File: src/rtl/audio_meter_pkg.sv
// Shared types and defaults for the audio-block tone meters.
package audio_meter_pkg;

  typedef enum logic [1:0] {
    IDLE    = 2'd0,
    MEASURE = 2'd1,
    LOST    = 2'd2
  } meter_state_t;

  localparam int unsigned DEFAULT_TIMEOUT = 131071;

endpackage

File: src/rtl/edge_sync.sv
// Synchronizes an asynchronous square wave and flags every toggle (either direction).
module edge_sync #(
  parameter int SYNC_STAGES = 2
) (
  input  logic clock,
  input  logic reset_n,
  input  logic tone_in,
  output logic tone_edge
);

  logic [SYNC_STAGES-1:0] sync_q;
  logic                   s_prev;

  always_ff @(posedge clock) begin
    if (!reset_n) begin
      sync_q <= '0;
      s_prev <= 1'b0;
    end else begin
      sync_q[0] <= tone_in;
      for (int i = 1; i < SYNC_STAGES; i++) begin
        sync_q[i] <= sync_q[i-1];
      end
      s_prev <= sync_q[SYNC_STAGES-1];
    end
  end

  assign tone_edge = sync_q[SYNC_STAGES-1] ^ s_prev;

endmodule

File: src/rtl/frequency_meter.sv
// Half-period meter: counts clock cycles between tone toggles and reports the
// result on a valid/ready port, with lock and loss-of-signal status.
//
//   state   | meaning
//   IDLE    | after reset; waiting for the first toggle to arm the count
//   MEASURE | counting cycles since the last toggle
//   LOST    | no toggle for TIMEOUT_CYCLES; next toggle re-arms, no result
module frequency_meter
  import audio_meter_pkg::*;
#(
  parameter int          WIDTH          = 17,
  parameter int          SYNC_STAGES    = 2,
  parameter int          LOCK_COUNT     = 4,
  parameter int unsigned TIMEOUT_CYCLES = DEFAULT_TIMEOUT
) (
  input  logic             clock,
  input  logic             reset_n,
  input  logic             tone_in,
  output logic [WIDTH-1:0] period,
  output logic             period_valid,
  input  logic             period_ready,
  output logic             overrun,
  input  logic             overrun_clr,
  output logic             locked,
  output logic             no_signal
);

  localparam int                 MATCH_W   = $clog2(LOCK_COUNT);
  localparam logic [MATCH_W-1:0] MATCH_MAX = MATCH_W'(LOCK_COUNT - 1);
  localparam logic [WIDTH-1:0]   TIMEOUT   = WIDTH'(TIMEOUT_CYCLES);

  meter_state_t       state, state_nxt;
  logic [WIDTH-1:0]   cnt, cnt_nxt;
  logic [MATCH_W-1:0] match, match_inc;
  logic               tone_edge;
  logic               new_result, lost_now, found_now;

  edge_sync #(.SYNC_STAGES(SYNC_STAGES)) u_edge_sync (
    .clock     (clock),
    .reset_n   (reset_n),
    .tone_in   (tone_in),
    .tone_edge (tone_edge)
  );

  always_comb begin
    state_nxt  = state;
    cnt_nxt    = cnt;
    new_result = 1'b0;
    lost_now   = 1'b0;
    found_now  = 1'b0;
    case (state)
      IDLE: begin
        if (tone_edge) begin
          cnt_nxt   = WIDTH'(1);
          state_nxt = MEASURE;
        end
      end
      MEASURE: begin
        if (tone_edge) begin
          new_result = 1'b1;
          cnt_nxt    = WIDTH'(1);
        end else if (cnt == TIMEOUT) begin
          lost_now  = 1'b1;
          state_nxt = LOST;
        end else begin
          cnt_nxt = cnt + WIDTH'(1);
        end
      end
      LOST: begin
        if (tone_edge) begin
          found_now = 1'b1;
          cnt_nxt   = WIDTH'(1);
          state_nxt = MEASURE;
        end
      end
      default: state_nxt = IDLE;
    endcase
  end

  // Saturating match counter; period always holds the previous result.
  assign match_inc = (match == MATCH_MAX) ? MATCH_MAX : match + MATCH_W'(1);

  always_ff @(posedge clock) begin
    if (!reset_n) begin
      state        <= IDLE;
      cnt          <= '0;
      match        <= '0;
      period       <= '0;
      period_valid <= 1'b0;
      overrun      <= 1'b0;
      locked       <= 1'b0;
      no_signal    <= 1'b0;
    end else begin
      state <= state_nxt;
      cnt   <= cnt_nxt;

      if (lost_now) begin
        no_signal <= 1'b1;
        locked    <= 1'b0;
        match     <= '0;
      end else if (found_now) begin
        no_signal <= 1'b0;
      end

      if (new_result) begin
        period       <= cnt;
        period_valid <= 1'b1;
        if (cnt == period) begin
          match  <= match_inc;
          locked <= (match_inc == MATCH_MAX);
        end else begin
          match  <= '0;
          locked <= 1'b0;
        end
      end else if (period_valid && period_ready) begin
        period_valid <= 1'b0;
      end

      if (new_result && period_valid && !period_ready) begin
        overrun <= 1'b1;
      end else if (overrun_clr) begin
        overrun <= 1'b0;
      end
    end
  end

endmodule

File: config.mk
export PLATFORM = sky130hd
export DESIGN_NAME = frequency_meter
export DESIGN_NICKNAME = d
export VERILOG_FILES = /design/src/rtl/audio_meter_pkg.sv /design/src/rtl/edge_sync.sv /design/src/rtl/frequency_meter.sv
export SDC_FILE = /design/constraint.sdc
export NUM_CORES = 1
export LEC_CHECK = 0
export CAP_MARGIN = 15
export CELL_PAD_IN_SITES_DETAIL_PLACEMENT = 1
export CELL_PAD_IN_SITES_GLOBAL_PLACEMENT = 2
export CORE_ASPECT_RATIO = 0.5
export CORE_MARGIN = 8
export CORE_UTILIZATION = 33
export DETAILED_ROUTE_END_ITERATION = 8
export PLACE_DENSITY = 0.75
export SLEW_MARGIN = 20
export SYNTH_ARGS = -nofsm -noshare
export SYNTH_HDL_FRONTEND = slang
export SYNTH_SLANG_ARGS = --single-unit
File: constraint.sdc
create_clock -name clock -period 3.25 [get_ports clock]
set_clock_uncertainty 0.05 [all_clocks]
set_input_delay 0.65 -clock clock [delete_from_list [all_inputs] [get_ports clock]]
set_output_delay 0.65 -clock clock [all_outputs]
set_load 0.02 [all_outputs]
== Word level (Yosys, flattened, before mapping) ==
Cells that the tools add are included.

* Input port bits: 5
* Register bits: 45

* Add/sub/neg operators: 2
* Bitwise operators: 1
* Multiplexer cells: 27
* Reduce and logical (&&, ||, !) cells: 13
* Equal/unequal tests: 10

{| class="wikitable"
|+ Operator list
! cell !! count
|-
| $mux W17 || 3
|-
| $pmux W17 S2 || 1
|-
| $add A17 B1 Y17 const B || 1
|-
| $eq A17 B17 Y1 || 1
|-
| $eq A17 B17 Y1 const B || 1
|-
| $mux W1 || 15
|-
| $mux W2 || 7
|-
| $reduce_bool A2 Y1 || 5
|-
| $eq A2 B2 Y1 const B || 3
|-
| $reduce_and A3 Y1 || 2
|-
| $ne A2 B2 Y1 const B || 2
|-
| $pmux W2 S2 || 1
|-
| $logic_and A1 B1 Y1 || 3
|-
| $ne A3 B3 Y1 const B || 1
|-
| $add A2 B1 Y2 const B || 1
|-
| $eq A2 B1 Y1 const B || 1
|-
| $logic_not A2 Y1 || 1
|-
| $ne A2 B1 Y1 const B || 1
|-
| $reduce_or A2 Y1 || 1
|-
| $logic_not A1 Y1 || 1
|-
| $xor A1 B1 Y1 || 1
|}

== Longest topological paths before layout ==
* Word-level depth: 6
* Mapped depth: 11
* Gate-level depth less buffers: 10

== Modules after synthesis ==
Synthesis repeated with hierarchy kept, for this count alone.

* Cell total of the unflattened synthesis: 237
* Area, all modules: 1984.4 um2

{| class="wikitable"
|+ Modules (own cells, without submodules)
! module !! area an instance (um2) !! cells an instance !! seq. area each (um2) !! instances
|-
| frequency_meter || 1895.6 || 230 || 840.8 || 1
|-
| edge_sync || 88.8 || 7 || 60.1 || 1
|}

== Least setup slack after synthesis ==
Ideal clock, no wire load.

* Path kind: flip-flop to flip-flop
* Start point: reg cnt[0]
* End point: reg cnt[3]
* Period minus slack after synthesis: 2.298 ns
* Path slack: 0.952 ns
* Stages on the path, launching flop included: 12
* Arrival: 2.120 ns
* Buffers on the path: 1
* Setup time: 0.128 ns
* Required time: 3.072 ns
* Cell sequence: dfxtp_1 -> ha_1 -> nand2_1 -> nor3_1 -> and4_1 -> ha_1 -> nand2b_1 -> a22o_1 -> buf_2 -> nor2_1 -> xnor2_1 -> nor2_1

* Word-level cells in the longest chain between the ends: 4

{| class="wikitable"
|+ Ends and longest elaborated chain
! item !! RTL line !! text
|-
| start, declared || frequency_meter.sv:33 || <nowiki>logic [WIDTH-1:0] cnt, cnt_nxt;</nowiki>
|-
| start signal, assigned || frequency_meter.sv:95 || <nowiki>cnt <= cnt_nxt;</nowiki>
|-
| $add A17 B1 Y17 || frequency_meter.sv:66 || <nowiki>cnt_nxt = cnt + WIDTH'(1);</nowiki>
|-
| $mux W17 || frequency_meter.sv:62 || <nowiki>end else if (cnt == TIMEOUT) begin</nowiki>
|-
| $mux W17 || frequency_meter.sv:59 || <nowiki>if (tone_edge) begin</nowiki>
|-
| $pmux W17 S2 || frequency_meter.sv:51 || <nowiki>case (state)</nowiki>
|}

Parallel ways exist; a longest one is shown, timed or not. The select of a mux whose other input is x is not followed.
A chain may end at the register's enable or synchronous reset.

== Worst setup path after layout ==
* Start point: reg cnt[1]
* End point: reg cnt[5]

Same word-level chain as after synthesis.

==> results by group <==
Power
  • Leak pwr: 0.0008308 uW
  • Maximum vdd drop: 187.6 uV
  • Sw power: 256.0 uW
  • Flop pwr share: 0.487
  • Sw Ratio: 0.2214
  • Internal Power: 900.5 uW
  • Clock power share: 0.463
  • Combinational Power Share: 0.050
  • P per Cell Area: 453.1 mW/mm2

STA
  • Fmax: 350.3 MHz
  • Worst Hold Slack: 393.1 ps
  • Final period util: 0.8783
  • Setup TNS: 0 ps
  • RSZ-0062 raised after global routing: no
  • Final Critical Period: 2855 ps
  • Final Hold Viols: 0
  • Worst setup margin: 395.5 ps
  • Relative slew slack: 0.4186
  • Final setup vio count: 0
  • Pins over their slew limit: 0
  • Worst-margin pin slew: 871.2 ps

Synth
  • Syn nets: 249
  • Post-Syn Area: 0.002061 mm2
  • Post-synth EDFFs: 0
  • Most used DFF post-synth: dfxtp_1
  • Yosys warnings: 0
  • Syn_area_per_cell: 8.515 um2
  • Yosys reg bits: 45
  • Distinct cells, synth: 39
  • Share of flip-flops with an asynchronous set or reset: 0
  • Mapped Cells: 242
  • Post-synthesis sequential area ratio: 0.4372

Finish
  • ANT cells: 0
  • Layout cells sized above 1: 0.09023
  • Sequential cell area: 900.9 um2
  • Final nets: 272
  • Multi-input logic area: 0.001096 mm2
  • Area Growth Syn to Fin: 23.86%
  • Fill cells: 735

Route
  • Met2 WL: 2488 um
  • Met1 WL: 2608 um
  • Detail Route Antenna Nets: 0
  • Top routing layer used: met4
  • Met3 routed WL: 203 um
  • Vias/cell: 4.845
  • WL per Instance: 15.09 um
  • DRC violations left: 0
  • Drt pass-1 iters: 4
  • WL final: 5341 um
  • Vias: 1715
  • 1st-iter DRT viols: 92

Clock network
  • H-Tree Depth: 2
  • CTS root buffer: clkbuf_16
  • Num Clock Sinks: 45
  • CTS buffer count: 5
  • Resized Gates After CTS: 0
  • Maximum clock insertion buffer count: 2
  • CTS Hold Bufs: 0
  • Setup Buffers After CTS: 0
  • Register clock-pin slew on the reported worst setup and hold paths: 60 ps
  • CTS tree: built
  • Clock Latency Late Sink: 290 ps

Die
  • Starting Density: 0.3403
  • Top-Level Pins: 26
  • Core Box Area: 0.006056 mm2
  • Row count: 20
  • Die ar.: 0.009183 mm2
  • Width of the die: 127.8 um
  • Die Span Y: 71.88 um

Critical path
  • CP Max Fanout: 12
  • CP top delay family: simple AND/OR/NAND/NOR gates
  • CP bufs+invs: 0
  • CP Capture Type: flop
  • CP Data Arrival Time: 2970 ps
  • Worst Path Required: 3360 ps
  • Slowest stage cell, crit path: a22o_1
  • Nature of the critical path startpoint: flop
  • Setup Crit Path Kind: flop to flop
  • Crit path largest cell delay: 480 ps
  • Cell Chain, Critical Path: ha_1, nand2_1, nor3_1, and4_1, ha_1, nand2b_1, a22o_1, nor3_1, xnor2_1, nor2_1

Placement
  • Port Buffers: 25
  • Dpl hpwl: 3948 um
  • Pre-CTS setup slack: 412.9 ps
  • Final GP Congestion: 0.7871

Global route
  • Vias in the first global route: 1814
  • Initial antenna violation count: 0
  • Pin count of the biggest net entering global routing: 23
  • Tot GR Track Use: 0.1279
  • First-pass GRT wire length: 9183 um
  • Grt ovf: 0

Run
  • Max Cap Violations: 0

Hold path
  • Worst hold path class: flop to flop

Status
  • Outcome: finished, final reports clean
==> cell usage in the layout (no fill, tap or decap), types with 3 or more instances in the layout <==
| cell | instances |
|---|---|
| nand3_1 | 6 |
| nand2_1 | 47 |
| xor2_1 | 6 |
| nor2b_1 | 3 |
| xnor2_1 | 23 |
| dfxtp_1 | 45 |
| a21oi_1 | 21 |
| nor3_1 | 4 |
| nor3_2 | 6 |
| clkdlybuf4s50_1 | 25 |
| clkbuf_16 | 5 |
| nand2b_1 | 3 |
| nand4_1 | 5 |
| buf_4 | 4 |
| a31oi_1 | 3 |
| and2_1 | 4 |
| or3_1 | 3 |
| nor2_1 | 20 |
==> cells in the mapped netlist, drive strengths merged, types with 2 or more instances <==
cell type   n  area [um2]
a21oi      21       105.1
a22oi       2       15.01
a31oi       3       18.77
a32oi       2       17.52
and2        4       25.02
and4        2       17.52
buf         6       30.03
clkbuf      7       26.28
dfxtp      45       900.9
ha          2       25.02
inv         2       7.510
nand2      48       182.7
nand2b      3       18.77
nand3       6       30.03
nand4       6       43.79
nor2       21       81.33
nor2b       3       18.77
nor3       10       80.08
nor4        2       27.53
o21a        2       15.01
o21ai       4       20.02
or3         3       18.77
xnor2      23       201.4
xor2        7       68.82
==> final timing paths <==
path	startpoint	end	slack, ps	depth (start not counted)
worst max-delay path	cnt[1]$_SDFFE_PN0P_	cnt[5]$_SDFFE_PN0P_	400	10
worst min register to register	u_edge_sync.sync_q[0]$_SDFF_PN0_	u_edge_sync.sync_q[1]$_SDFF_PN0_	390	1
worst max register to register	cnt[1]$_SDFFE_PN0P_	cnt[5]$_SDFFE_PN0P_	400	10
worst min-delay path	u_edge_sync.sync_q[0]$_SDFF_PN0_	u_edge_sync.sync_q[1]$_SDFF_PN0_	390	1
==> power groups by stage <==
| stage | combinational (uW) | clock (uW) | sequential (uW) |
|---|---|---|---|
| 6_report | 58.0 | 535 | 563 |
| 5_1_grt | 65.4 | 573 | 564 |
| 4_1_cts | 59.0 | 554 | 563 |
| 3_5_place_dp | 58.7 | 0 | 575 |
| 3_3_place_gp | 57.5 | 0 | 575 |
| 2_1_floorplan | 38.5 | 0 | 575 |
==> kinds of logic (layout without fill, tap and decap cells) <==
group | Yosys count | after routing | synth area share
AO/OA/AOI/OAI | 39 | 39 | 0.1123
XOR/XNOR | 30 | 30 | 0.1311
adder cells (fa/ha/maj) | 2 | 2 | 0.01214
buffers and inverters | 15 | 39 | 0.03097
flip-flops | 45 | 45 | 0.4372
multiplexers | 1 | 1 | 0.005464
AND/OR/NAND/NOR | 110 | 110 | 0.2708
==> flip-flops by register name (all words and copies together), names as in the netlist <==
signal              count
cnt                    17
no_signal               1
match                   2
locked                  1
u_edge_sync.sync_q      2
u_edge_sync.s_prev      1
period_valid            1
overrun                 1
state                   2
period                 17
==> per-layer routing <==
metal | GRT usage | vias to the layer above
met5 | 0 | -
met4 | 0.03525 | 0
met3 | 0.03997 | 4
met2 | 0.2055 | 17
met1 | 0.1618 | 835
li1 | - | 859
==> through the flow <==
step                      cells  power, uW    util  cell area [um2]
after floorplan             242      613.2       -             2061
after global placement      346      632.6  0.3955             2395
after detailed placement    346      634.2  0.3955             2395
after CTS                   354       1176  0.4215             2552
after global routing        354       1202  0.4215             2552
final                       354       1157  0.4215             2552
==> layout make-up <==
type                            count  area share
Clock buffer                        7     0.05980
Clock inverter                      1    0.001961
Inverter                            2    0.002941
Multi-Input combinational cell    182      0.4294
Sequential cell                    45      0.3529
Tap cell                           88     0.04314
Timing Repair Buffer               29      0.1098
Note: power is estimated with default switching activity, not from simulation.
==> patch 1, RTL diff (same flow settings) <==
Make the reset (`reset_n`) asynchronous in 2 clocked blocks.
--- a/src/rtl/edge_sync.sv
+++ b/src/rtl/edge_sync.sv
@@ -11,7 +11,7 @@
   logic [SYNC_STAGES-1:0] sync_q;
   logic                   s_prev;
 
-  always_ff @(posedge clock) begin
+  always_ff @(posedge clock or negedge reset_n) begin
     if (!reset_n) begin
       sync_q <= '0;
       s_prev <= 1'b0;
--- a/src/rtl/frequency_meter.sv
+++ b/src/rtl/frequency_meter.sv
@@ -80,7 +80,7 @@
   // Saturating match counter; period always holds the previous result.
   assign match_inc = (match == MATCH_MAX) ? MATCH_MAX : match + MATCH_W'(1);
 
-  always_ff @(posedge clock) begin
+  always_ff @(posedge clock or negedge reset_n) begin
     if (!reset_n) begin
       state        <= IDLE;
       cnt          <= '0;
Behaviour: differs if reset_n is asserted again (counterexample within 10 cycles, from zero or initial values and one cycle with reset_n low); with reset_n held inactive, the same outputs for 10 cycles.
==> patch 1 against the original RTL <==
Area after synthesis up 2.6%; wire length down 2.2%; worst setup slack better by 92 ps; final area up 2.5%; sequential cell count unchanged; die area up 2.1%; sequential share of layout area up 7.7 points.
Power is not compared: it rests on default switching activity, and its combinational part moved more than twofold at a synthesized area within 25%.
==> patch 1: results <==
{
  "synth_common_cells": "dfrtp_1, xnor2_1, mux2_2, nor2_1, nand2_1",
  "ys_warn_count": 0,
  "drive_gt1_share_pct": 14.2,
  "tightest_slew_ps": 994,
  "syn_nets": 198,
  "synth_compound_area_share_pct": 8.05,
  "io_buffers": 25,
  "cts_max_path_buffers": 2,
  "async_flop_share_pct": 100,
  "yosys-mux-area-fraction_pct": 7.99,
  "hpwlAfterDp_um": 3680,
  "seq_area_frac_synth_pct": 53.3,
  "n_antenna_cell": 0,
  "critPathSlowestCell": "dfrtp_1",
  "dpl_cell_area_mm2": 0.00244,
  "hold_class": "flop to flop",
  "met2_length_um": 2290,
  "worst-path-max-fanout": 10,
  "grt_max_degree": 46,
  "yosysUniqueCellTypes": 34,
  "gp_congestion": 0.744,
  "wl_met1_um": 2640,
  "wirelength_um": 5220,
  "antenna_found_initial": 0,
  "synth_top_cell_area_share_pct": 53.3,
  "outcome": "complete, no violations",
  "slowest_delay_ps": 460,
  "grt.total_usage_pct": 12.3,
  "via_per_inst": 4.99,
  "p_leak_nw": 1.11,
  "first_global_vias": 1622,
  "drt_iter0_drc": 96,
  "arrival_ps": 2840,
  "synthTopCellsByArea": "dfrtp_1, xnor2_1, mux2_2, xor2_1, nand4_1",
  "grt_pass1_wl_um": 8850,
  "synth_fa_ha_area_share_pct": 1.18,
  "wl_met3_um": 224,
  "synth_xor_xnor_area_share_pct": 12.4,
  "fin_nets": 224
}
## patch 1: cell types whose count changed in the layout (fill, tap and decap cells not counted), sizes merged, moves of 8 or more
| cell | change |
|---|---|
| nand2 | -35 |
| a21oi | -17 |
| dfxtp | -45 |
| dfrtp | +45 |
| o21ai | +8 |
| mux2 | +14 |
## patch 1: power groups by stage
| stage | clock, W | sequential [W] | combinational [W] |
|---|---|---|---|
| after global placement | 0 | 0.000684 | 0.000303 |
| after global routing | 0.000624 | 0.000685 | 0.000333 |
| after CTS | 0.000606 | 0.000678 | 0.000308 |
| final | 0.000590 | 0.000678 | 0.000304 |
| after detailed placement | 0 | 0.000688 | 0.000305 |
| after floorplan | 0 | 0.000692 | 0.000178 |
## patch 1: worst paths after layout
path / from / to / slack [ps] / cells after the start
max: cnt[0] / cnt[11] / 490 / 11
min: u_edge_sync.sync_q[0] / u_edge_sync.sync_q[1] / 300 / 0
max reg2reg: cnt[0] / cnt[11] / 490 / 11
min reg2reg: u_edge_sync.sync_q[0] / u_edge_sync.sync_q[1] / 300 / 0
max in group asynchronous: reset_n / period[7] / 2440 / 1
min in group asynchronous: reset_n / period[2] / 310 / 1
## patch 1: layout make-up
type / count / area, µm²
fill: 689 / 3510
sequential: 45 / 1130
multi-input combinational: 134 / 937
timing repair buffer: 25 / 248
clock buffer: 7 / 143
tap: 88 / 110
clock inverter: 1 / 30.0
inverter: 6 / 22.5
## patch 1: worst max-delay path, delay by kind of cell, from the launching register on
kind            cells  cell delay (ps)
compound gates      1              380
xor+xnor            1              150
fa+ha+maj           2              470
buf+inv             1              180
flops               1              460
simple gates        6              920
## patch 1: metrics by stage
step	worst slack, ps	util, %	cells	hold WS [ps]	power [W]
6_report	487	42.7	306	300	0.00157
5_1_grt	235	42.7	306	316	0.00164
4_1_cts	464	42.6	306	306	0.00159
3_5_place_dp	502	39.8	298	291	0.000993
3_3_place_gp	599	39.8	298	287	0.000987
2_1_floorplan	1020	-	191	281	0.000870
## patch 1: routing by layer
| metal | global-route usage, % | vias up |
|---|---|---|
| met5 | 0 | - |
| met2 | 17.8 | 22 |
| met4 | 4.65 | 0 |
| li1 | - | 720 |
| met3 | 3.21 | 5 |
| met1 | 17.0 | 781 |
## patch 1: logic make-up after synthesis
kind of cell	after synthesis
AO/OA/AOI/OAI	26
XOR/XNOR	29
adder cells (fa/ha/maj)	2
buffers and inverters	12
flip-flops	45
multiplexers	15
AND/OR/NAND/NOR	62
==> patch 2, RTL diff (same settings) <==
Without the edit above. Change the parameter `LOCK_COUNT` from 4 to 2.
--- a/src/rtl/frequency_meter.sv
+++ b/src/rtl/frequency_meter.sv
@@ -10,7 +10,7 @@
 #(
   parameter int          WIDTH          = 17,
   parameter int          SYNC_STAGES    = 2,
-  parameter int          LOCK_COUNT     = 4,
+  parameter int          LOCK_COUNT     = 2,
   parameter int unsigned TIMEOUT_CYCLES = DEFAULT_TIMEOUT
 ) (
   input  logic             clock,
Check against the original RTL: not equivalent (Yosys sat finds a counterexample within 10 cycles, from zero or initial values and one cycle with reset_n low).
==> patch 2 against the original RTL <==
Sequential cell count fell by 2; final area down 1.2%; clock power decreased by 5.4%; synthesized cell count increased by 3.7%; wire length up 15%; sequential power down 4.3%; combinational power up 14%; worst setup slack improved by 150 ps; critical path depth stayed put; area after synthesis shrank 0.12%; power down 4.0%; sequential share of layout area decreased by 1.2 points; critical endpoint unchanged; largest cell class unchanged.
==> patch 2: results <==
{
  "slowest_delay_ps": 430,
  "grtUsageMet3_pct": 4.29,
  "yosysUniqueCellTypes": 44,
  "first_global_vias": 1800,
  "fill_cells": 742,
  "synth_common_cells": "nand2_1, dfxtp_1, a21oi_1, xor2_1, nand3_1",
  "grt.total_usage_pct": 14.0,
  "dpl_cell_area_mm2": 0.00238,
  "worst-path-max-fanout": 14,
  "fin_crit_sh_pct": 83.2,
  "met1_usage_pct": 18.6,
  "seq_area_frac_synth_pct": 41.8,
  "grt_pass1_wl_um": 9940,
  "via_per_inst": 5.18,
  "syn_nets": 258,
  "postLayoutCellArea_mm2": 0.00252,
  "synth_xor_xnor_area_share_pct": 8.81,
  "numPlacedInstances": 352,
  "synthCells": 251,
  "drive_gt1_share_pct": 5.90,
  "tightest_slew_ps": 829,
  "synth_fa_ha_area_share_pct": 1.22,
  "met2_usage_pct": 21.4,
  "place_ws_ps": 536,
  "hpwlAfterDp_um": 4360,
  "met2_length_um": 2740,
  "fin_cells": 359,
  "wl_met3_um": 289,
  "arrival_ps": 2850,
  "synth_compound_area_share_pct": 16.5,
  "wirelength_um": 6150,
  "synthTopCellsByArea": "dfxtp_1, nand2_1, xor2_1, a21oi_1, a31oi_1",
  "critPathSlowestCell": "dfxtp_1",
  "outcome": "complete, no violations",
  "drt_iter0_drc": 86
}
[patch 2: final timing paths]
path                    startpoint                    end
max                         cnt[0]                 cnt[5]
min          u_edge_sync.sync_q[0]  u_edge_sync.sync_q[1]
max reg2reg                 cnt[0]                 cnt[5]
min reg2reg  u_edge_sync.sync_q[0]  u_edge_sync.sync_q[1]
[patch 2: worst register-to-register path: cells and delay by family (launching register included)]
kind | cells | cell delay, ps
compound gates | 3 | 450
fa+ha+maj | 2 | 570
buf+inv | 1 | 220
flops | 1 | 430
simple gates | 4 | 890
[patch 2: cell type report]
cell class	count	share of cell area (%)
Timing Repair Buffer	30	11.4
Tap cell	88	4.37
Sequential cell	43	34.1
Multi-Input combinational cell	185	43.5
Inverter	6	0.893
Clock buffer	6	5.51
Clock inverter	1	0.198
[patch 2: where the power goes]
group          internal, W  switching [W]   total, W
sequential        0.000532     0.00000676   0.000539
clock             0.000300       0.000206   0.000506
combinational    0.0000222      0.0000440  0.0000662
total             0.000854       0.000256    0.00111
